--- src/rtl/vid_timing_pkg.sv ---
// Video timing constants, derived totals and reader FSM states shared by the frame reader.
// Defaults describe 720p60; all consumers take them as overridable parameters.
package vid_timing_pkg;

  localparam int H_ACTIVE = 1280;
  localparam int H_FP     = 110;
  localparam int H_SYNC   = 40;
  localparam int H_BP     = 220;
  localparam int V_ACTIVE = 720;
  localparam int V_FP     = 5;
  localparam int V_SYNC   = 5;
  localparam int V_BP     = 20;

  localparam int H_TOTAL  = H_ACTIVE + H_FP + H_SYNC + H_BP;
  localparam int V_TOTAL  = V_ACTIVE + V_FP + V_SYNC + V_BP;

  localparam int CNT_W    = 12;
  localparam int STAT_W   = 16;

  typedef enum logic [1:0] {
    ST_WARMUP = 2'd0,
    ST_RUN    = 2'd1,
    ST_DROP   = 2'd2
  } rd_state_e;

  function automatic logic [STAT_W-1:0] sat_inc(input logic [STAT_W-1:0] v);
    return (v == {STAT_W{1'b1}}) ? v : v + STAT_W'(1);
  endfunction

endpackage

--- src/rtl/vid_timing_cnt.sv ---
// Pixel/line counters with combinational S0 region flags (active, hsync, vsync, frame start).
// Free-running; no backpressure, flags change in the same cycle as the counters.
module vid_timing_cnt
  import vid_timing_pkg::*;
#(
  parameter int C_H_ACTIVE = H_ACTIVE,
  parameter int C_H_FP     = H_FP,
  parameter int C_H_SYNC   = H_SYNC,
  parameter int C_H_TOTAL  = H_TOTAL,
  parameter int C_V_ACTIVE = V_ACTIVE,
  parameter int C_V_FP     = V_FP,
  parameter int C_V_SYNC   = V_SYNC,
  parameter int C_V_TOTAL  = V_TOTAL
) (
  input  logic vid_clk,
  input  logic vid_reset,
  output logic active,
  output logic hs_region,
  output logic vs_region,
  output logic frame_start
);

  localparam logic [CNT_W-1:0] H_LAST   = CNT_W'(C_H_TOTAL - 1);
  localparam logic [CNT_W-1:0] V_LAST   = CNT_W'(C_V_TOTAL - 1);
  localparam logic [CNT_W-1:0] H_ACT    = CNT_W'(C_H_ACTIVE);
  localparam logic [CNT_W-1:0] V_ACT    = CNT_W'(C_V_ACTIVE);
  localparam logic [CNT_W-1:0] HS_START = CNT_W'(C_H_ACTIVE + C_H_FP);
  localparam logic [CNT_W-1:0] HS_END   = CNT_W'(C_H_ACTIVE + C_H_FP + C_H_SYNC);
  localparam logic [CNT_W-1:0] VS_START = CNT_W'(C_V_ACTIVE + C_V_FP);
  localparam logic [CNT_W-1:0] VS_END   = CNT_W'(C_V_ACTIVE + C_V_FP + C_V_SYNC);

  logic [CNT_W-1:0] h_cnt;
  logic [CNT_W-1:0] v_cnt;

  always_ff @(posedge vid_clk or posedge vid_reset) begin
    if (vid_reset) begin
      h_cnt <= '0;
      v_cnt <= '0;
    end else if (h_cnt == H_LAST) begin
      h_cnt <= '0;
      v_cnt <= (v_cnt == V_LAST) ? '0 : v_cnt + CNT_W'(1);
    end else begin
      h_cnt <= h_cnt + CNT_W'(1);
    end
  end

  assign active      = (h_cnt < H_ACT) && (v_cnt < V_ACT);
  assign hs_region   = (h_cnt >= HS_START) && (h_cnt < HS_END);
  assign vs_region   = (v_cnt >= VS_START) && (v_cnt < VS_END);
  assign frame_start = (h_cnt == '0) && (v_cnt == '0);

endmodule

--- src/rtl/hdmi_frame_reader.sv ---
// Generates video timing, paces the frame-buffer reader and drives registered RGB/HS/VS/DE.
// Counter position reaches vid_* 3 cycles later; reader underflow blanks the rest of the frame.
module hdmi_frame_reader
  import vid_timing_pkg::*;
#(
  parameter int          C_R_WIDTH       = 24,
  parameter int          C_H_ACTIVE      = H_ACTIVE,
  parameter int          C_H_FP          = H_FP,
  parameter int          C_H_SYNC        = H_SYNC,
  parameter int          C_H_BP          = H_BP,
  parameter int          C_V_ACTIVE      = V_ACTIVE,
  parameter int          C_V_FP          = V_FP,
  parameter int          C_V_SYNC        = V_SYNC,
  parameter int          C_V_BP          = V_BP,
  parameter bit          C_HS_POL        = 1'b1,
  parameter bit          C_VS_POL        = 1'b1,
  parameter int          C_WARMUP_FRAMES = 2,
  parameter logic [23:0] C_FILL_RGB      = 24'h000000
) (
  input  logic                 vid_clk,
  input  logic                 vid_reset,
  output logic                 rframe_vsync,
  output logic                 rframe_data_en,
  input  logic                 rframe_data_valid,
  input  logic [C_R_WIDTH-1:0] rframe_data,
  output logic                 vid_hs,
  output logic                 vid_vs,
  output logic                 vid_de,
  output logic [23:0]          vid_rgb,
  output logic [STAT_W-1:0]    stat_drop_cnt,
  output logic                 stat_underflow
);

  localparam int H_TOT = C_H_ACTIVE + C_H_FP + C_H_SYNC + C_H_BP;
  localparam int V_TOT = C_V_ACTIVE + C_V_FP + C_V_SYNC + C_V_BP;
  localparam int WU_W  = (C_WARMUP_FRAMES < 1) ? 1 : $clog2(C_WARMUP_FRAMES + 1);
  localparam logic [WU_W-1:0] WU_TGT = WU_W'(C_WARMUP_FRAMES);

  // S0 flags
  logic s0_active;
  logic s0_hs;
  logic s0_vs;
  logic s0_fs;

  // S1/S2 pipeline
  logic s1_active;
  logic s1_hs;
  logic s1_vs;
  logic s2_active;
  logic s2_hs;
  logic s2_vs;
  logic s2_en;

  rd_state_e       state;
  rd_state_e       state_nxt;
  logic [WU_W-1:0] warm_cnt;
  logic [WU_W-1:0] warm_cnt_nxt;
  logic            underflow;

  vid_timing_cnt #(
    .C_H_ACTIVE (C_H_ACTIVE),
    .C_H_FP     (C_H_FP),
    .C_H_SYNC   (C_H_SYNC),
    .C_H_TOTAL  (H_TOT),
    .C_V_ACTIVE (C_V_ACTIVE),
    .C_V_FP     (C_V_FP),
    .C_V_SYNC   (C_V_SYNC),
    .C_V_TOTAL  (V_TOT)
  ) u_cnt (
    .vid_clk     (vid_clk),
    .vid_reset   (vid_reset),
    .active      (s0_active),
    .hs_region   (s0_hs),
    .vs_region   (s0_vs),
    .frame_start (s0_fs)
  );

  always_ff @(posedge vid_clk or posedge vid_reset) begin
    if (vid_reset) begin
      s1_active <= 1'b0;
      s1_hs     <= 1'b0;
      s1_vs     <= 1'b0;
      s2_active <= 1'b0;
      s2_hs     <= 1'b0;
      s2_vs     <= 1'b0;
      s2_en     <= 1'b0;
    end else begin
      s1_active <= s0_active;
      s1_hs     <= s0_hs;
      s1_vs     <= s0_vs;
      s2_active <= s1_active;
      s2_hs     <= s1_hs;
      s2_vs     <= s1_vs;
      s2_en     <= rframe_data_en;
    end
  end

  // Raw region flag, not polarity-adjusted: the reader keys its fetch off the falling edge.
  assign rframe_vsync = s1_vs;

  always_ff @(posedge vid_clk or posedge vid_reset) begin
    if (vid_reset) begin
      state    <= ST_WARMUP;
      warm_cnt <= '0;
    end else begin
      state    <= state_nxt;
      warm_cnt <= warm_cnt_nxt;
    end
  end

  // Frame start is taken from S0 so the new state is in place when S1 holds pixel 0.
  always_comb begin
    state_nxt      = state;
    warm_cnt_nxt   = warm_cnt;
    rframe_data_en = 1'b0;
    underflow      = 1'b0;
    case (state)
      ST_WARMUP: begin
        if (s0_fs) begin
          if (warm_cnt == WU_TGT) begin
            state_nxt = ST_RUN;
          end else begin
            warm_cnt_nxt = warm_cnt + WU_W'(1);
          end
        end
      end
      ST_RUN: begin
        rframe_data_en = s1_active & rframe_data_valid;
        if (s1_active && !rframe_data_valid) begin
          underflow = 1'b1;
          state_nxt = ST_DROP;
        end
      end
      ST_DROP: begin
        if (s0_fs) begin
          state_nxt = ST_RUN;
        end
      end
      default: state_nxt = ST_WARMUP;
    endcase
  end

  always_ff @(posedge vid_clk or posedge vid_reset) begin
    if (vid_reset) begin
      vid_hs  <= ~C_HS_POL;
      vid_vs  <= ~C_VS_POL;
      vid_de  <= 1'b0;
      vid_rgb <= C_FILL_RGB;
    end else begin
      vid_hs  <= s2_hs ? C_HS_POL : ~C_HS_POL;
      vid_vs  <= s2_vs ? C_VS_POL : ~C_VS_POL;
      vid_de  <= s2_active;
      vid_rgb <= s2_en ? 24'(rframe_data) : C_FILL_RGB;
    end
  end

  always_ff @(posedge vid_clk or posedge vid_reset) begin
    if (vid_reset) begin
      stat_drop_cnt  <= '0;
      stat_underflow <= 1'b0;
    end else if (underflow) begin
      stat_drop_cnt  <= sat_inc(stat_drop_cnt);
      stat_underflow <= 1'b1;
    end
  end

endmodule

--- config.mk ---
export PLATFORM = sky130hd
export DESIGN_NAME = hdmi_frame_reader
export DESIGN_NICKNAME = d
export VERILOG_FILES = /design/src/rtl/vid_timing_pkg.sv /design/src/rtl/vid_timing_cnt.sv /design/src/rtl/hdmi_frame_reader.sv
export SDC_FILE = /design/constraint.sdc
export NUM_CORES = 1
export LEC_CHECK = 0
export ABC_CLOCK_PERIOD_IN_PS = 3300
export BUFFER_PORTS_ARGS = -buffer_cell sky130_fd_sc_hd__buf_4
export CORE_MARGIN = 4
export CORE_UTILIZATION = 54
export DETAILED_ROUTE_END_ITERATION = 12
export PLACE_DENSITY = 0.78
export SETUP_SLACK_MARGIN = 0.2
export SYNTH_ARGS = -nofsm -noshare
export SYNTH_HDL_FRONTEND = slang
export SYNTH_SLANG_ARGS = --single-unit
--- constraint.sdc ---
create_clock -name vid_clk -period 3.3 [get_ports vid_clk]
set_input_delay 0.495 -clock vid_clk [delete_from_list [all_inputs] [get_ports vid_clk]]
set_output_delay 0.495 -clock vid_clk [all_outputs]
set_load 0.01 [all_outputs]
==> metrics.csv <==
stage;metric;value;unit
global_route;global-route wire length before repair;11900;µm
power_and_ir_drop;pwr dens;407;nW/µm²
clock_network;# clock sinks;79;
synth;Post-Synth XOR/XNOR Area;0.0648;
route;Avg WL per Cell;15.5;µm
route;DRC viols;0;
synth;sequential area share after synthesis;0.562;
timing;RSZ-0062 raised after global routing;false;
route;via count;2623;
floorplanning;I/O pins;73;
clock_network;CTS tree;yes;
timing;final hold violation count;0;
synth;Yosys cell types;54;
place;placed instance area;4100;µm²
cells_and_area;most common cell after layout, fill and taps aside;dfrtp_1;
clock_network;worst-skew pair later-pin latency;0.35;ns
timing;Slew HR;0.436;
clock_network;total CTS buffers;9;
floorplanning;Die Area;7870;µm²
floorplanning;die width;88.7;µm
cells_and_area;most frequent cells in the layout;dfrtp_1 (79), buf_4 (74), and2_1 (26), nand3_1 (19);
power_and_ir_drop;peak supply drop;0.000375;V
cells_and_area;Final Instance Area;4300;µm²
power_and_ir_drop;Pleak;2.16;nW
synth;Post-synth top flop;dfrtp_1;
power_and_ir_drop;Comb power frac;0.034;
power_and_ir_drop;sequential share of power;0.559;
critical_path;Worst EP required;3.57;ns
place;placed insts;452;
timing;setup TNS;0;ns
synth;number of enable flip-flop cells after synthesis;0;
floorplanning;Starting Density;0.554;
synth;cell count after synthesis;314;
synth;Synth Register Bits;79;
synth;asr flop ratio synth;1.00;
global_route;GRT Total Usage;0.196;
clock_network;CTS H-tree lvls;3;
clock_network;Root Buffer;clkbuf_8;
power_and_ir_drop;Psw;377;µW
route;via/cell ratio;5.60;
hold_path;Hold Crit Class;input port to async pin;
critical_path;Crit Path Max Fanout;9;
synth;syn nets;350;
route;drt pass-1 iters;4;
power_and_ir_drop;P_int;1.37;mW
cells_and_area;FILL cells;501;
synth;main combinational cell family by area after synthesis;simple AND/OR/NAND/NOR gates;
cells_and_area;ratio of cells with drive above 1 in the final layout;0.258;
clock_network;Max clock buf depth;2;
route;final WL;7250;µm
route;initial DRC count;67;
global_route;vias in the first global route;2502;
synth;Mean Syn Cell Area;11.2;µm²
synth;compound-gate portion of the synthesized area;0.0744;
clock_network;Resize count post-CTS;0;
critical_path;CP Class;register to register;
timing;Worst Skew;0.0120;ns
cells_and_area;Syn-to-layout area delta;22.2;%
floorplanning;Rows;29;
global_route;largest net degree at the start of global routing;42;
timing;Hold Worst Slack;0.312;ns
power_and_ir_drop;clock network fraction of design power;0.408;
place;GP Congestion;0.871;
synth;mux contribution to synthesized area;0.0117;
timing;max-slew violations;0;
floorplanning;core footprint;6350;µm²
timing;Final Cycle Share;0.662;
place;placed wire-length estimate;5200;µm
route;DRT antenna net count;0;
clock_network;Setup Fix Bufs, Post-CTS;0;
status;outcome;complete, no violations;
job;number of max-cap violations;0;
synth;YS warnings;0;
timing;Max Freq;0.458;GHz
synth;post-synthesis simple-gate area fraction;0.211;
synth;adder-cell share of the synthesized area;0.0320;
power_and_ir_drop;switch share;0.216;
cells_and_area;final instance count without filler cells;468;
timing;final count of negative-setup-slack endpoints;0;
floorplanning;Die H;88.7;µm
cells_and_area;Antenna diodes;0;
clock_network;Clock transition at path regs;0.08;ns
clock_network;CTS Hold Bufs;0;
synth;Cell Area, Synth;3520;µm²
critical_path;Arr. time, crit path;2.45;ns
place;# port buffers;72;
timing;Worst-Margin Slew;0.840;ns
global_route;GR Overflow Total;0;
critical_path;Crit. End Element;register;
timing;Min Clock Period, post-route;2.19;ns
cells_and_area;fin nets;422;
critical_path;CP startpoint kind;register;
global_route;antenna violations before repair;0;
-- path summary, 6_finish.rpt --
kind	cells after the start	endpoint	startpoint	slack, ns
max	4	u_cnt.v_cnt[2]	u_cnt.h_cnt[2]	1.11
min in group vid_clk	0	s2_hs	s1_hs	0.35
max in group asynchronous	3	u_cnt.v_cnt[0]	vid_reset	2.30
max reg2reg	4	u_cnt.v_cnt[2]	u_cnt.h_cnt[2]	1.11
min reg2reg	0	s2_hs	s1_hs	0.35
min	2	vid_rgb[1]	vid_reset	0.31
-- sequential cells by signal, indices dropped and copies added (netlist names), 2 cells and up --
signal	count
state	2
vid_rgb	24
u_cnt.h_cnt	12
stat_drop_cnt	16
warm_cnt	2
u_cnt.v_cnt	12
-- kinds of logic after synthesis --
logic type      after synthesis
mux                           4
xor+xnor                     26
buf+inv                      31
flops                        79
compound gates               40
fa+ha+maj                     9
simple gates                125
-- layout make-up --
cell class                      count  area [µm²]  area share
Tap cell                           77        96.3      0.0224
Clock inverter                      5        57.6      0.0134
Multi-Input combinational cell    204        1390       0.323
Timing Repair Buffer               75         576       0.134
Clock buffer                       11         141      0.0329
Sequential cell                    79        1980       0.460
Inverter                           17        63.8      0.0148
-- through the flow --
stage	utilization	worst slack, ns	power (mW)
global placement	0.646	1.18	1.06
global route	0.677	0.932	1.83
detailed placement	0.646	1.15	1.06
CTS	0.677	1.13	1.77
floorplan	-	0.782	1.02
finish	0.677	1.11	1.75
-- synthesized netlist by cell type, types with 7 or more instances --
| library cell | count | area share |
|---|---|---|
| a21oi_1 | 12 | 0.017 |
| inv_1 | 17 | 0.018 |
| nand4_1 | 12 | 0.021 |
| o21ai_0 | 10 | 0.014 |
| nor3_1 | 8 | 0.011 |
| clkbuf_1 | 7 | 0.0075 |
| xnor2_1 | 14 | 0.035 |
| and2_1 | 26 | 0.046 |
| xor2_1 | 12 | 0.030 |
| nand2_1 | 10 | 0.011 |
| dfrtp_1 | 79 | 0.56 |
| nand3_1 | 19 | 0.027 |
| nor2_1 | 16 | 0.017 |
| ha_1 | 9 | 0.032 |
-- metal layers --
metal	up-vias	global-route usage	routed length [µm]	share of wire
met5	-	0	0	0
met4	0	0.0604	90	0.012
met3	10	0.0587	608	0.084
met2	95	0.308	3330	0.46
met1	1277	0.263	3220	0.44
li1	1241	-	-	-
-- power by group through the flow --
stage / clock network, mW / logic (mW) / registers (mW)
floorplan: 0 / 0.0217 / 0.997
global placement: 0 / 0.0601 / 0.997
detailed placement: 0 / 0.0606 / 0.997
CTS: 0.730 / 0.0607 / 0.978
global route: 0.780 / 0.0668 / 0.979
finish: 0.713 / 0.0587 / 0.978
-- worst max-delay path, cell delays in order, from the launching register on --
cell	delay, ns
dfrtp_1	0.48
or4_4	0.58
nor3_1	0.71
nand3_1	0.16
o21ai_0	0.18
Power figures use the tool's default switching activity.
